`config.mk`:
```
export PLATFORM = sky130hd
export DESIGN_NAME = lsu_mem_flat
export DESIGN_NICKNAME = d
export VERILOG_FILES = /design/src/rtl/lsu_mem_if.sv /design/src/rtl/lsu_mem.sv /design/src/flat_wrapper.sv
export SDC_FILE = /design/constraint.sdc
export NUM_CORES = 1
export LEC_CHECK = 0
export CAP_MARGIN = 10
export CORE_MARGIN = 8
export CORE_UTILIZATION = 30
export CTS_CLUSTER_SIZE = 10
export DETAILED_ROUTE_END_ITERATION = 10
export PLACE_DENSITY = 0.57
export SKIP_CTS_REPAIR_TIMING = 1
export SYNTH_ARGS = -nofsm -noshare
export SYNTH_HDL_FRONTEND = slang
export SYNTH_SLANG_ARGS = --single-unit
```
`constraint.sdc`:
```
create_clock -name clk -period 1.7 [get_ports clk]
set_input_delay 0.17 -clock clk [delete_from_list [all_inputs] [get_ports clk]]
set_output_delay 0.17 -clock clk [all_outputs]
set_load 0.02 [all_outputs]
```
`src/rtl/lsu_mem_if.sv`:
```
// Bundle of the core-side request/response and data-memory signals
// for the load/store unit.
interface lsu_mem_if;
    logic        req_valid;
    logic        req_ready;
    logic [3:0]  mem_op;
    logic [31:0] addr;
    logic [31:0] wdata;
    logic [4:0]  rd_in;
    logic        resp_valid;
    logic [31:0] resp_data;
    logic [4:0]  resp_rd;
    logic        resp_err;
    logic        dmem_req;
    logic        dmem_we;
    logic [31:0] dmem_addr;
    logic [3:0]  dmem_wstrb;
    logic [31:0] dmem_wdata;
    logic        dmem_gnt;
    logic        dmem_rvalid;
    logic [31:0] dmem_rdata;

    modport slave (
        input  req_valid, mem_op, addr, wdata, rd_in,
        input  dmem_gnt, dmem_rvalid, dmem_rdata,
        output req_ready, resp_valid, resp_data, resp_rd, resp_err,
        output dmem_req, dmem_we, dmem_addr, dmem_wstrb, dmem_wdata
    );

    modport master (
        output req_valid, mem_op, addr, wdata, rd_in,
        output dmem_gnt, dmem_rvalid, dmem_rdata,
        input  req_ready, resp_valid, resp_data, resp_rd, resp_err,
        input  dmem_req, dmem_we, dmem_addr, dmem_wstrb, dmem_wdata
    );
endinterface

```
`src/rtl/lsu_mem.sv`:
```
// Single-outstanding load/store unit: byte-lane steering, sign/zero
// extension, alignment checks and a request/response timeout.
module lsu_mem #(
    parameter int unsigned TIMEOUT = 255
) (
    input logic       clk,
    input logic       rst,
    lsu_mem_if.slave  bus
);
    localparam int CW = (TIMEOUT > 255) ? $clog2(TIMEOUT + 1) : 8;
    localparam logic [CW-1:0] TLIM = CW'(TIMEOUT - 1);

    typedef enum logic [1:0] {IDLE, REQ, WAIT, RESP} state_t;

    state_t        state_q, state_d;
    logic [CW-1:0] cnt_q, cnt_d;
    logic          tmo;

    logic          st_q;
    logic [2:0]    f3_q;
    logic [1:0]    off_q;
    logic [31:0]   addr_q, wdata_q, data_q;
    logic [3:0]    wstrb_q;
    logic [4:0]    rd_q;
    logic          err_q;

    logic          hs, st, ill, mis, bad;
    logic [2:0]    f3;
    logic [3:0]    strb;
    logic [31:0]   repl, lane, ext;

    assign st = bus.mem_op[3];
    assign f3 = bus.mem_op[2:0];
    assign hs = bus.req_valid & bus.req_ready;

    always_comb begin
        ill = 1'b0;
        if (st) ill = f3[2] | (f3[1:0] == 2'b11);
        else    ill = (f3 == 3'b011) | (f3[2:1] == 2'b11);
        mis = ((f3[1:0] == 2'b01) & bus.addr[0])
            | ((f3[1:0] == 2'b10) & (|bus.addr[1:0]));
        bad = ill | mis;
    end

    always_comb begin
        strb = 4'b1111;
        repl = bus.wdata;
        case (f3[1:0])
            2'b00: begin
                strb = 4'b0001 << bus.addr[1:0];
                repl = {4{bus.wdata[7:0]}};
            end
            2'b01: begin
                strb = 4'b0011 << {bus.addr[1], 1'b0};
                repl = {2{bus.wdata[15:0]}};
            end
            default: ;
        endcase
        if (!st) strb = 4'b0000;
    end

    // Shift the addressed lane down to bit 0, then extend per funct3.
    always_comb begin
        lane = bus.dmem_rdata >> {off_q, 3'b000};
        ext  = lane;
        case (f3_q)
            3'b000:  ext = {{24{lane[7]}}, lane[7:0]};
            3'b001:  ext = {{16{lane[15]}}, lane[15:0]};
            3'b100:  ext = {24'd0, lane[7:0]};
            3'b101:  ext = {16'd0, lane[15:0]};
            default: ext = lane;
        endcase
    end

    always_comb begin
        state_d = state_q;
        cnt_d   = cnt_q;
        tmo     = 1'b0;
        case (state_q)
            IDLE: begin
                if (hs) begin
                    state_d = bad ? RESP : REQ;
                    cnt_d   = '0;
                end
            end
            REQ: begin
                if (bus.dmem_gnt) begin
                    state_d = st_q ? RESP : WAIT;
                    cnt_d   = '0;
                end else if (cnt_q == TLIM) begin
                    state_d = RESP;
                    tmo     = 1'b1;
                end else begin
                    cnt_d = cnt_q + 1'b1;
                end
            end
            WAIT: begin
                if (bus.dmem_rvalid) begin
                    state_d = RESP;
                end else if (cnt_q == TLIM) begin
                    state_d = RESP;
                    tmo     = 1'b1;
                end else begin
                    cnt_d = cnt_q + 1'b1;
                end
            end
            RESP:    state_d = IDLE;
            default: state_d = IDLE;
        endcase
    end

    always_ff @(posedge clk) begin
        if (rst) begin
            state_q <= IDLE;
            cnt_q   <= '0;
        end else begin
            state_q <= state_d;
            cnt_q   <= cnt_d;
        end
    end

    always_ff @(posedge clk) begin
        if (rst) begin
            st_q    <= 1'b0;
            f3_q    <= 3'd0;
            off_q   <= 2'd0;
            addr_q  <= 32'd0;
            wdata_q <= 32'd0;
            wstrb_q <= 4'd0;
            rd_q    <= 5'd0;
            err_q   <= 1'b0;
            data_q  <= 32'd0;
        end else begin
            if (hs) begin
                st_q    <= st;
                f3_q    <= f3;
                off_q   <= bus.addr[1:0];
                addr_q  <= {bus.addr[31:2], 2'b00};
                wdata_q <= repl;
                wstrb_q <= strb;
                rd_q    <= st ? 5'd0 : bus.rd_in;
                err_q   <= bad;
                data_q  <= 32'd0;
            end
            if (tmo) err_q <= 1'b1;
            if (state_q == WAIT && bus.dmem_rvalid) data_q <= ext;
        end
    end

    assign bus.req_ready  = (state_q == IDLE) & ~rst;
    assign bus.resp_valid = (state_q == RESP) & ~rst;
    assign bus.resp_err   = bus.resp_valid & err_q;
    assign bus.resp_data  = bus.resp_valid ? data_q : 32'd0;
    assign bus.resp_rd    = bus.resp_valid ? rd_q : 5'd0;
    assign bus.dmem_req   = (state_q == REQ) & ~rst;
    assign bus.dmem_we    = bus.dmem_req & st_q;
    assign bus.dmem_addr  = addr_q;
    assign bus.dmem_wstrb = wstrb_q;
    assign bus.dmem_wdata = wdata_q;
endmodule

```
`src/flat_wrapper.sv`:
```
// flat-port wrapper written by rule: the top's interface ports become plain ports
module lsu_mem_flat 
#(
    parameter int unsigned TIMEOUT = 255
)
  (clk, rst, bus_req_valid, bus_mem_op, bus_addr, bus_wdata, bus_rd_in, bus_dmem_gnt, bus_dmem_rvalid, bus_dmem_rdata, bus_req_ready, bus_resp_valid, bus_resp_data, bus_resp_rd, bus_resp_err, bus_dmem_req, bus_dmem_we, bus_dmem_addr, bus_dmem_wstrb, bus_dmem_wdata);
  lsu_mem_if bus_i ();
  input logic clk;
  input logic rst;
  input wire logic [$bits(bus_i.req_valid)-1:0] bus_req_valid;
  input wire logic [$bits(bus_i.mem_op)-1:0] bus_mem_op;
  input wire logic [$bits(bus_i.addr)-1:0] bus_addr;
  input wire logic [$bits(bus_i.wdata)-1:0] bus_wdata;
  input wire logic [$bits(bus_i.rd_in)-1:0] bus_rd_in;
  input wire logic [$bits(bus_i.dmem_gnt)-1:0] bus_dmem_gnt;
  input wire logic [$bits(bus_i.dmem_rvalid)-1:0] bus_dmem_rvalid;
  input wire logic [$bits(bus_i.dmem_rdata)-1:0] bus_dmem_rdata;
  output wire logic [$bits(bus_i.req_ready)-1:0] bus_req_ready;
  output wire logic [$bits(bus_i.resp_valid)-1:0] bus_resp_valid;
  output wire logic [$bits(bus_i.resp_data)-1:0] bus_resp_data;
  output wire logic [$bits(bus_i.resp_rd)-1:0] bus_resp_rd;
  output wire logic [$bits(bus_i.resp_err)-1:0] bus_resp_err;
  output wire logic [$bits(bus_i.dmem_req)-1:0] bus_dmem_req;
  output wire logic [$bits(bus_i.dmem_we)-1:0] bus_dmem_we;
  output wire logic [$bits(bus_i.dmem_addr)-1:0] bus_dmem_addr;
  output wire logic [$bits(bus_i.dmem_wstrb)-1:0] bus_dmem_wstrb;
  output wire logic [$bits(bus_i.dmem_wdata)-1:0] bus_dmem_wdata;
  assign bus_i.req_valid = bus_req_valid;
  assign bus_i.mem_op = bus_mem_op;
  assign bus_i.addr = bus_addr;
  assign bus_i.wdata = bus_wdata;
  assign bus_i.rd_in = bus_rd_in;
  assign bus_i.dmem_gnt = bus_dmem_gnt;
  assign bus_i.dmem_rvalid = bus_dmem_rvalid;
  assign bus_i.dmem_rdata = bus_dmem_rdata;
  assign bus_req_ready = bus_i.req_ready;
  assign bus_resp_valid = bus_i.resp_valid;
  assign bus_resp_data = bus_i.resp_data;
  assign bus_resp_rd = bus_i.resp_rd;
  assign bus_resp_err = bus_i.resp_err;
  assign bus_dmem_req = bus_i.dmem_req;
  assign bus_dmem_we = bus_i.dmem_we;
  assign bus_dmem_addr = bus_i.dmem_addr;
  assign bus_dmem_wstrb = bus_i.dmem_wstrb;
  assign bus_dmem_wdata = bus_i.dmem_wdata;
  lsu_mem #(.TIMEOUT(TIMEOUT)) u_core (.clk(clk), .rst(rst), .bus(bus_i));
endmodule
```
==> results of run 1 <==
-- synth_stat cells (3+ instances only) --
library cell,number,area (sq um)
a211oi_1,14,105.1
nor2_1,28,105.1
buf_2,8,40.04
buf_1,4,15.01
clkbuf_1,42,157.7
nor3_1,13,65.06
and2_1,40,250.2
o21ai_0,38,190.2
a22oi_1,16,120.1
nor2b_1,8,50.05
mux2_2,7,78.83
o31ai_1,3,22.52
inv_1,7,26.28
a21oi_1,51,255.2
nand3_1,13,65.06
nand2_1,109,409.1
nand3b_1,65,488.0
o211ai_1,9,67.56
dfxtp_1,120,2402
mux2i_1,41,410.4
o2bb2ai_1,7,61.31
ha_1,8,100.1
-- critical path, cell delays in order, from the launching register on --
cell and delay (ns):
dfxtp_4 0.37, ha_4 0.13, nor2b_4 0.19, buf_12 0.15, buf_6 0.13, and2_1 0.15
buf_6 0.13
-- state kept, by name, indices dropped and copies added, names as in the netlist --
name / cells
u_core.bus.dmem_wdata: 32
u_core.data_q: 32
u_core.bus.dmem_addr: 30
u_core.cnt_q: 8
u_core.rd_q: 5
u_core.bus.dmem_wstrb: 4
u_core.f3_q: 3
u_core.off_q: 2
u_core.state_q: 2
u_core.err_q: 1
u_core.st_q: 1
-- worst max-delay path by stage --
stage | slack, ns | endpoint | cells past startpoint
after floorplan | -0.04 | u_core.cnt_q[3]$_SDFFE_PP0P_ | 8
after global placement | -0.19 | bus_resp_data[13] | 5
after detailed placement | -0.24 | u_core.data_q[24]$_SDFFE_PP0P_ | 6
after CTS | -0.65 | bus_resp_data[13] | 5
after global routing | -0.19 | bus_resp_data[11] | 6
final | -0.14 | bus_resp_data[11] | 6
-- power breakdown --
group	switching [uW]	internal (uW)	leakage (uW)	total, uW
logic	2340	2290	0.00264	4640
clock network	1370	1910	0.000253	3280
registers	311	3340	0.000981	3650
total	4030	7540	0.00387	11600
-- metal layers --
layer	part of all wire (%)	vias up	routed length [um]
li1	-	2951	-
met1	44	2726	9488
met2	46	193	10020
met3	9.0	21	1953
met4	1.4	2	306
met5	0.060	-	13
-- cells by family after synthesis --
group / synth area share, %
adders and majority gates: 1.729
buffers and inverters: 4.581
AOI/OAI and AO/OA: 16.49
and+or+nand+nor: 26.82
DFF: 41.49
other: 0.06476
muxes: 8.837
-- stage by stage --
| step | setup slack [ns] | utilization, % | cell area, sq um |
|---|---|---|---|
| finish | -0.1361 | 50.43 | 9686 |
| global route | -0.1885 | 50.43 | 9686 |
| CTS | -0.6506 | 47.85 | 9190 |
| detailed placement | -0.2431 | 45.04 | 8651 |
| global placement | -0.1884 | 45.04 | 8651 |
| floorplan | -0.03831 | - | 5803 |
-- layout make-up --
class	instances	area, sq um
flip-flops and latches	120	2410
well taps	265	331.6
clock inverters	13	96.34
repair buffers	299	3033
multi-input cells	506	3346
clock buffers	19	442.9
fillers	1875	9522
inverters	7	26.28
==> out/qor.txt, run 1 <==
Outcome: finished, violations left
Failing checks: setup timing
Crit start category: flop
FF-to-FF Start: u_core.state_q[0]$_SDFFE_PP0N_
Fin crit share: 108.0%
Antenna Nets Post-Route: 0
Area growth from synthesis to layout: 67.26%
Root buf cell: clkbuf_16
Skew-Pair Late Insertion Delay: 0.41 ns
Post-synthesis sequential area ratio: 41.49%
Async SR Flop Fraction: 0%
GP Congestion: 0.7959
Crit end category: primary output
Reg2Reg Setup Slack: -0.09 ns
Skew final: 0.007246 ns
Reg2Reg Depth: 6
RSZ-0062 raised after global routing: true
Worst Hold Margin: 0.2733 ns
Depth of the CTS H-tree: 4
Total design power: 11570 uW
Met3 Usage GRT: 7.490%
Diodes inserted: 0
Initial Util: 30.15%
Die area: 24000 sq um
Top-Level Pins: 220
Worst-path maximum fanout: 5
Die Y: 154.9 um
Worst min path class: in2reg
Largest net degree at the start of global routing: 54
Share of cells above drive strength 1: 23.13%
First-pass GRT wire length: 31530 um
Standard-cell rows: 51
Non-Filler Instances: 1229
Met2 Use GR: 26.02%
P_leak: 0.003874 uW
MaxCap Viol Count: 0
Gate count of the mapped netlist: 689
Port Buffer Count: 217
GRT overflow: 0
Synthesized area: 5791 sq um
Primary FF master, synth: dfxtp_1
Commonest non-fill, non-tap cell in the layout: clkdlybuf4s50_1
Power Dens Cells: 1194 nW/um^2
Post-synth cell types: 51
Wire per inst: 17.72 um
# clock sinks: 120
Die X: 154.9 um
Final WL: 21780 um
Vias: 5893
Hold_sp: rst
DRT Pass-1 Iters: 5
Setup TNS Final: -3.743 ns
Total GRT Usage: 16.56%
Final Hold Vio Count: 0
CP startpoint: u_core.state_q[0]$_SDFFE_PP0N_
Post-DP HPWL: 14900 um
CP arrival: 1.67 ns
WS Path Type: reg2out
Final setup fails: 48
Max VDD drop: 772.2 uV
Final min period: 1.836 ns
# DRC: 0
Final setup margin: -0.1361 ns
WHS Endpoint: u_core.rd_q[3]$_SDFFE_PP0P_
CTS Buffer Depth: 2
Hold path cells: 3
Post-Syn Area per Cell: 8.404 sq um
Reg2reg end: u_core.cnt_q[0]$_SDFFE_PP0P_
FF+latch count, synth: 120
Vias per cell: 4.795
Critical path data required time: 1.53 ns
Final Max Tran Viols: 0
DP Cell Count: 1180
EDFF count, synth: 0
CTS clk-pin slew, worst paths: 0.06 ns
Most frequent cells in the layout: clkdlybuf4s50_1, dfxtp_1, nand2_1
Peak Freq: 544.6 MHz
Drt initial violations: 243
CTS Buf Count: 17
Met1 usage: 19.76%
Final nets: 1069
Layer with the highest usage: met2
Core box area: 19210 sq um
Vias in the first global route: 5747
CTS tree: done
Synthesis Warnings: 0
Initial antenna violation count: 1
No activity file was read; power rests on OpenSTA's default activity.
==> inputs of run 2 (changes only) <==
--- a/config.mk
+++ b/config.mk
@@ -10,7 +10,7 @@
 export CORE_UTILIZATION = 30
 export CTS_CLUSTER_SIZE = 10
 export DETAILED_ROUTE_END_ITERATION = 10
-export PLACE_DENSITY = 0.57
+export PLACE_DENSITY_LB_ADDON = 0.3
 export SKIP_CTS_REPAIR_TIMING = 1
 export SYNTH_ARGS = -nofsm -noshare
 export SYNTH_HDL_FRONTEND = slang
==> out/qor.txt, run 2 (synthesized netlist as in run 1, its figures left out) <==
Outcome: finished, violations left
Failing checks: setup timing
Diodes inserted: 0
Hold path cells: 3
Standard-cell rows: 51
Total GRT Usage: 16.50%
Antenna Nets Post-Route: 0
CTS Buffer Depth: 2
Power Dens Cells: 1244 nW/um^2
WHS Endpoint: u_core.data_q[7]$_SDFFE_PP0P_
Final Hold Vio Count: 0
Core box area: 19210 sq um
WS Path Type: reg2out
Crit start category: flop
# DRC: 0
Die X: 154.9 um
DRT Pass-1 Iters: 7
Die Y: 154.9 um
DP Cell Count: 1174
Vias: 5791
Met2 Routed Length: 9537 um
Worst-path maximum fanout: 6
Die area: 24000 sq um
First-pass GRT wire length: 31590 um
Wire per inst: 17.10 um
Setup WS pre-CTS: -0.2393 ns
Layout fillers: 1869
Worst min path class: in2reg
Final setup margin: -0.08822 ns
Largest net degree at the start of global routing: 44
Skew final: 0.009902 ns
Vias in the first global route: 5842
Post-DP HPWL: 14830 um
Clk network pwr share: 32.0%
Drt initial violations: 203
Reg2reg end: u_core.cnt_q[0]$_SDFFE_PP0P_
Reg2Reg Depth: 6
Depth of the CTS H-tree: 4
Port Buffer Count: 217
Final min period: 1.788 ns
Fin crit share: 105.2%
RSZ-0062 raised after global routing: true
Pint: 8067 uW
Peak Freq: 559.2 MHz
GRT overflow: 0
Initial Util: 30.15%
Initial antenna violation count: 0
CTS tree: done
Final nets: 1056
CTS Buf Count: 17
Skew-Pair Late Insertion Delay: 0.41 ns
Gate power share: 37.5%
Share of cells above drive strength 1: 21.79%
Commonest non-fill, non-tap cell in the layout: clkdlybuf4s50_1
Met1 wire length: 8915 um
P_leak: 0.003836 uW
Non-Filler Instances: 1215
Top-Level Pins: 220
CP arrival: 1.62 ns
Most frequent cells in the layout: clkdlybuf4s50_1, dfxtp_1, nand2_1
Area growth from synthesis to layout: 66.42%
# clock sinks: 120
Vias per cell: 4.766
Switching Fraction: 32.72%
Crit end category: primary output
Sequential power share: 30.4%
FF-to-FF Start: u_core.state_q[1]$_SDFFE_PP0N_
Reg2Reg Setup Slack: -0.07 ns
GP Congestion: 0.8080
Final WL: 20780 um
Critical path data required time: 1.53 ns
Hold_sp: rst
Sw Pwr: 3923 uW
Max VDD drop: 795.8 uV
Final setup fails: 42
MaxCap Viol Count: 0
Met3 wire len: 2112 um
Final Max Tran Viols: 0
CTS clk-pin slew, worst paths: 0.05 ns
CP startpoint: u_core.state_q[1]$_SDFFE_PP0N_
Root buf cell: clkbuf_16
Max Used Layer: met4
[run 2: worst max path at each step]
stage	endpoint	slack (ns)	cells after the start
after floorplan	u_core.cnt_q[3]$_SDFFE_PP0P_	-0.04	8
after global placement	u_core.data_q[27]$_SDFFE_PP0P_	-0.24	6
after detailed placement	u_core.data_q[31]$_SDFFE_PP0P_	-0.24	6
after CTS	bus_resp_data[12]	-0.62	5
after global routing	bus_resp_data[29]	-0.13	6
final	bus_resp_rd[0]	-0.09	6
[run 2: final cells by class]
cell class | instances | area (sq um) | area share [%]
clock buffer | 21 | 450.4 | 4.674
clock inverter | 10 | 170.2 | 1.766
inverter | 7 | 28.78 | 0.2986
multi-input combinational | 506 | 3318 | 34.43
sequential | 120 | 2410 | 25.01
tap | 265 | 331.6 | 3.441
timing repair buffer | 286 | 2928 | 30.38
[run 2: power by group through the flow]
| stage | combinational [uW] | clock [uW] | sequential (uW) |
|---|---|---|---|
| 3_5_place_dp | 4090 | 0 | 3660 |
| 5_1_grt | 4880 | 4060 | 3710 |
| 4_1_cts | 4110 | 3940 | 3610 |
| 3_3_place_gp | 4070 | 0 | 3650 |
| 2_1_floorplan | 1730 | 0 | 4000 |
| 6_report | 4500 | 3840 | 3650 |
[run 2: metrics by stage]
stage               power (uW)  TNS (ns)  hold slack [ns]  instance area [sq um]  utilization, %
CTS                      11660    -28.90           0.2153                   9274           48.28
detailed placement        7746    -10.54           0.4401                   8653           45.05
global route             12660    -4.606           0.2596                   9637           50.17
floorplan                 5737  -0.07440           0.2690                   5803               -
global placement          7717    -9.514           0.4348                   8653           45.05
finish                   11990    -2.338           0.2528                   9637           50.17
[run 2: worst max-delay path, stage by stage (launching register included)]
cell and delay [ns]:
dfxtp_4 0.36, ha_4 0.15, nor2b_4 0.12, buf_12 0.14, clkbuf_16 0.15, and2_1 0.16, buf_6 0.13
[run 2: per-layer routing]
| layer | vias to the layer above | global-route usage, % |
|---|---|---|
| li1 | 2921 | - |
| met1 | 2673 | 19.82 |
| met2 | 183 | 25.75 |
| met3 | 14 | 8.017 |
| met4 | 0 | 4.480 |
| met5 | - | 0 |
